`src/rtl/run_ctrl.sv`:
```
// run_ctrl -- run scheduler for the phase-extraction pipeline.
//
// Lives in the 40 MHz reference-clock domain. A free-running period counter
// (held at zero while enable is low) produces one tick every TICKS cycles.
// Each tick either launches a new run (one-cycle start pulse to the input
// buffer) or, if the previous run is still in flight, is counted as an
// overrun. A run ends when the end-of-run pulse (done) returns from peak
// detection, or, in watchdog builds, when it has been busy too long.
//
// Handshake: start and done are single-cycle pulses, not a valid/ready pair.
// start is issued only from IDLE or together with the done that closes the
// previous run. done is honoured only while busy; a done seen in IDLE is
// dropped without effect.
//
// Build option: define RUN_CTRL_WATCHDOG_EN to build the watchdog counter and
// abort path. Without it, BUSY exits only on done or reset, and timeout is 0.
//
// Ports:
//   clk          40 MHz reference clock
//   reset_n      asynchronous active-low reset
//   enable       level; new runs are scheduled only while high
//   clear        synchronous pulse; zeroes run_cnt, overrun_cnt, timeout
//   done         end-of-run pulse from peak detection
//   start        one-cycle run-start pulse
//   busy         run in flight
//   run_cnt      completed runs, wraps
//   overrun_cnt  ticks lost while busy, saturates at all-ones
//   timeout      sticky: a run was aborted by the watchdog
//   fsm_state    debug view of the FSM (0 = IDLE, 1 = BUSY)
module run_ctrl #(
  parameter int TICKS   = 400000,
  parameter int TIMEOUT = 300000,
  parameter int CNT_W   = 16
) (
  input  logic             clk,
  input  logic             reset_n,
  input  logic             enable,
  input  logic             clear,
  input  logic             done,
  output logic             start,
  output logic             busy,
  output logic [CNT_W-1:0] run_cnt,
  output logic [CNT_W-1:0] overrun_cnt,
  output logic             timeout,
  output logic             fsm_state
);

  localparam int CW = (TICKS > 1) ? $clog2(TICKS) : 1;
  localparam logic [CW-1:0] CNT_LAST = CW'(TICKS - 1);

  typedef enum logic {
    S_IDLE = 1'b0,
    S_BUSY = 1'b1
  } state_t;

  state_t        state;
  state_t        state_nxt;
  logic [CW-1:0] cnt;
  logic          tick;
  logic          start_nxt;
  logic          run_inc;
  logic          ovr_inc;
  logic          to_set;
  logic          abort;

  // Period counter. Holding it at zero while disabled means a rising enable
  // always restarts a full period.
  always_ff @(posedge clk or negedge reset_n) begin
    if (!reset_n) begin
      cnt <= '0;
    end else if (!enable) begin
      cnt <= '0;
    end else if (cnt == CNT_LAST) begin
      cnt <= '0;
    end else begin
      cnt <= cnt + 1'b1;
    end
  end

  assign tick = enable && (cnt == CNT_LAST);

`ifdef RUN_CTRL_WATCHDOG_EN
  localparam int WW = (TIMEOUT > 1) ? $clog2(TIMEOUT) : 1;
  localparam logic [WW-1:0] WD_LAST = WW'(TIMEOUT - 1);

  logic [WW-1:0] wd;

  // Age of the current run: zero in the cycle start is high, +1 per BUSY
  // cycle. Parked at zero whenever the FSM is (or is about to be) idle.
  always_ff @(posedge clk or negedge reset_n) begin
    if (!reset_n) begin
      wd <= '0;
    end else if (start_nxt || (state_nxt != S_BUSY)) begin
      wd <= '0;
    end else begin
      wd <= wd + 1'b1;
    end
  end

  assign abort = (state == S_BUSY) && (wd == WD_LAST);

  always_ff @(posedge clk or negedge reset_n) begin
    if (!reset_n) begin
      timeout <= 1'b0;
    end else if (clear) begin
      timeout <= 1'b0;
    end else if (to_set) begin
      timeout <= 1'b1;
    end
  end
`else
  logic unused_cfg;

  assign abort      = 1'b0;
  assign timeout    = 1'b0;
  assign unused_cfg = to_set | (TIMEOUT == 0);
`endif

  always_ff @(posedge clk or negedge reset_n) begin
    if (!reset_n) begin
      state <= S_IDLE;
      start <= 1'b0;
    end else begin
      state <= state_nxt;
      start <= start_nxt;
    end
  end

  // done takes priority over a same-cycle watchdog expiry. A tick while
  // busy with no done is a lost period (overrun); when it coincides with an
  // expiry the run is still aborted and the tick is still counted as lost.
  always_comb begin
    state_nxt = state;
    start_nxt = 1'b0;
    run_inc   = 1'b0;
    ovr_inc   = 1'b0;
    to_set    = 1'b0;
    case (state)
      S_IDLE: begin
        if (tick) begin
          state_nxt = S_BUSY;
          start_nxt = 1'b1;
        end
      end
      S_BUSY: begin
        if (done) begin
          run_inc = 1'b1;
          if (tick) begin
            start_nxt = 1'b1;
          end else begin
            state_nxt = S_IDLE;
          end
        end else begin
          if (tick) begin
            ovr_inc = 1'b1;
          end
          if (abort) begin
            state_nxt = S_IDLE;
            to_set    = 1'b1;
          end
        end
      end
      default: state_nxt = S_IDLE;
    endcase
  end

  // clear beats any same-cycle increment.
  always_ff @(posedge clk or negedge reset_n) begin
    if (!reset_n) begin
      run_cnt     <= '0;
      overrun_cnt <= '0;
    end else if (clear) begin
      run_cnt     <= '0;
      overrun_cnt <= '0;
    end else begin
      if (run_inc) begin
        run_cnt <= run_cnt + 1'b1;
      end
      if (ovr_inc && (overrun_cnt != '1)) begin
        overrun_cnt <= overrun_cnt + 1'b1;
      end
    end
  end

  assign busy      = (state == S_BUSY);
  assign fsm_state = (state == S_BUSY);

endmodule

```
`config.mk`:
```
export PLATFORM = sky130hd
export DESIGN_NAME = run_ctrl
export DESIGN_NICKNAME = d
export VERILOG_FILES = /design/src/rtl/run_ctrl.sv
export SDC_FILE = /design/constraint.sdc
export NUM_CORES = 1
export LEC_CHECK = 0
export CELL_PAD_IN_SITES_DETAIL_PLACEMENT = 1
export CELL_PAD_IN_SITES_GLOBAL_PLACEMENT = 1
export CORE_MARGIN = 2
export CORE_UTILIZATION = 41
export DETAILED_ROUTE_END_ITERATION = 12
export PLACE_DENSITY = 0.88
export SLEW_MARGIN = 15
export SYNTH_ARGS = -nofsm -noshare
export SYNTH_HDL_FRONTEND = slang
export SYNTH_SLANG_ARGS = --single-unit
```
`constraint.sdc`:
```
create_clock -name clk -period 2.4 [get_ports clk]
set_input_delay 0.72 -clock clk [delete_from_list [all_inputs] [get_ports clk]]
set_output_delay 0.72 -clock clk [all_outputs]
set_load 0.02 [all_outputs]
```
==> flow_metrics.env <==
export IMPL_die_y_um=84.97
export IMPL_gp_congestion=0.7824
export IMPL_clkSinkCount=53
export IMPL_ys_seq_area_share_pct=49.35
export IMPL_antenna_found_initial=0
export IMPL_leakage_uw=0.001376
export IMPL_grt_usage_pct=20.35
export IMPL_post_route_cell_area_um2=3368
export IMPL_synthesis_nets=288
export IMPL_wl_per_cell_um=16.20
export IMPL_clk_pin_slew_ns=0.10
export IMPL_power_density_nw_per_um2=435.4
export IMPL_die_w_um=84.97
export IMPL_critPathMaxFanout=13
export IMPL_fin_ws_ns=0.08910
export IMPL_first_pass_iters=4
export IMPL_cts_tree="yes"
export IMPL_max_slew_worst_pin_slew_ns=0.5782
export IMPL_cts_max_level=2
export IMPL_register_area_um2=1326
export IMPL_synth_ff_type="dfrtp_1"
export IMPL_synth_top_area_share_pct=49.35
export IMPL_syn_area_um2=2688
export IMPL_rsz0062_at_grt="no"
export IMPL_slew_viol_final=0
export IMPL_clk_root_buffer_cell="clkbuf_8"
export IMPL_portBuffers=39
export IMPL_routed_via_density=5.516
export IMPL_initial_utilization_pct=42.33
export IMPL_cap_violations=0
export IMPL_status="finished clean"
export IMPL_first_global_vias=2480
export IMPL_hold_path_class="in2async"
export IMPL_area_growth_pct=25.33
export IMPL_drc=0
export IMPL_hold_slack_ns=0.3765
export IMPL_yosys_cell_types_count=32
export IMPL_clock_skew_ns=0.01294
export IMPL_rows=29
export IMPL_crit_arrival_ns=2.55
export IMPL_fp_coreArea_um2=6350
export IMPL_critPathCaptureType="flip-flop"
export IMPL_clock_path_buffers=2
export IMPL_peakVddDrop_mv=0.2433
export IMPL_yosysTopAreaCell="dfrtp_1"
export IMPL_synth_seq_cells=53
export IMPL_vias=2278
export IMPL_ant_nets=0
export IMPL_pin_count=41
export IMPL_antennaDiodeCount=0
export IMPL_synth_most_common_cell="dfrtp_1"
export IMPL_timing_worst_setup_path_type="reg2reg"
export IMPL_finalCritPeriodShare_pct=96.29
export IMPL_fillers=731
export IMPL_drt_total_wl_mm=6.689
export IMPL_grt_overflow=0
export IMPL_dp_slack_ns=-0.2171
export IMPL_hold_viol_final=0
export IMPL_syn_area_per_cell_um2=9.598
export IMPL_fin_nets=343
export IMPL_fmaxAchievable_ghz=0.4327
export IMPL_start_kind="flip-flop"
export IMPL_cts_setup_buffers=0
export IMPL_relSlewSlack_pct=61.41
export IMPL_min_period_ns=2.311
export IMPL_clkLatencyLatePin_ns=0.31
export IMPL_setup_viol=0
export IMPL_synth_area_leaders="dfrtp_1 (49%), nor2_1 (6.0%), xor2_1 (5.9%)"
export IMPL_ys_warn_count=0
export IMPL_cts_buffers=5
export IMPL_multi_input_area_um2=1295
export IMPL_place_area_um2=3282
export IMPL_hpwl_mm=4.990
export IMPL_drt_iter0_drc=123
export IMPL_layout_drive_gt1_share_pct=10.42
export IMPL_ys_top_cells_by_count="dfrtp_1 (53), nor2_1 (43), nand2_1 (23)"
export IMPL_grt_max_degree=34
export IMPL_postCtsHoldBufs=0
export IMPL_die_area_um2=7219
export IMPL_grt_first_pass_wirelength_mm=11.91
export IMPL_async_reset_ff_share_pct=100.0
export IMPL_cp_required_ns=2.64
export IMPL_synth_edff_count=0
export IMPL_synthCells=280
[final timing paths]
check	from	to	slack, ns	cells past startpoint
max reg2reg	cnt[7]	overrun_cnt[7]	0.09	6
min	reset_n	run_cnt[15]	0.38	1
min in group clk	cnt[0]	cnt[0]	0.51	1
max in group asynchronous	reset_n	cnt[15]	1.46	2
min reg2reg	cnt[0]	cnt[0]	0.51	1
max	cnt[7]	overrun_cnt[7]	0.09	6
[critical path, cell delays in order (launching register included)]
cell and delay, ns:
dfrtp_1 0.45, or4b_4 0.55, nor3_4 0.29, nand2_1 0.08
buf_4 0.19, or4_1 0.52, a21oi_1 0.17
[state kept, by name (all words and copies together) (netlist names)]
signal	cells
busy	1
cnt	19
overrun_cnt	16
run_cnt	16
start	1
[logic make-up after synthesis]
family | after synthesis | synth area share (%)
simple gates | 144 | 29.00
flops | 53 | 49.35
xor+xnor | 30 | 9.776
compound gates | 29 | 6.145
buf+inv | 16 | 2.560
mux | 4 | 1.629
fa+ha+maj | 3 | 1.397
other cells | 1 | 0.1395
[what timing repair did]
item                       CTS  global route
resized for setup            1             0
setup endpoints to repair    1             0
hold endpoints to repair     0             0
[layout make-up]
cell class                      instances  share of cell area, %
Sequential cell                        53                  39.38
Timing Repair Buffer                   59                  16.27
Clock inverter                          1                 0.2229
Tap cell                               77                  2.860
Inverter                                5                 0.5572
Clock buffer                            7                  2.266
Multi-Input combinational cell        211                  38.45
[per-stage QoR]
stage,setup TNS [ns],utilization [%],total power [µW],cells
3_5_place_dp,-2.675,51.68,982.1,405
6_report,0,53.04,1467,413
4_1_cts,0,53.04,1485,413
2_1_floorplan,0,-,938.2,280
5_1_grt,0,53.04,1518,413
3_3_place_gp,-2.007,51.68,979.6,405
[where the power goes]
group	internal [µW]	switching (µW)
registers	896	4.56
clock network	207	297
logic	20.6	41.1
total	1120	343
[metal layers]
metal	GRT usage, %	up-vias	routed length (µm)
met3	3.307	10	167
li1	-	1087	-
met2	34.94	37	3351
met1	26.74	1144	3081
met5	0	-	0
met4	5.483	0	88
[cell usage in the layout (no fill, tap or decap), types with 6 or more instances in the layout]
master | Yosys | final
o21ai_0 | 6 | 6
and3_1 | 7 | 7
clkdlybuf4s50_1 | 0 | 38
nor2_1 | 43 | 42
or4_1 | 8 | 8
dfrtp_1 | 53 | 53
nand3_1 | 17 | 17
and4_1 | 8 | 8
xnor2_1 | 12 | 12
xor2_1 | 18 | 18
or3_1 | 7 | 7
nand4_1 | 12 | 12
o31ai_1 | 8 | 8
a21oi_1 | 15 | 15
nand2_1 | 23 | 23
buf_4 | 2 | 19
No activity file was read; power rests on OpenSTA's default activity.
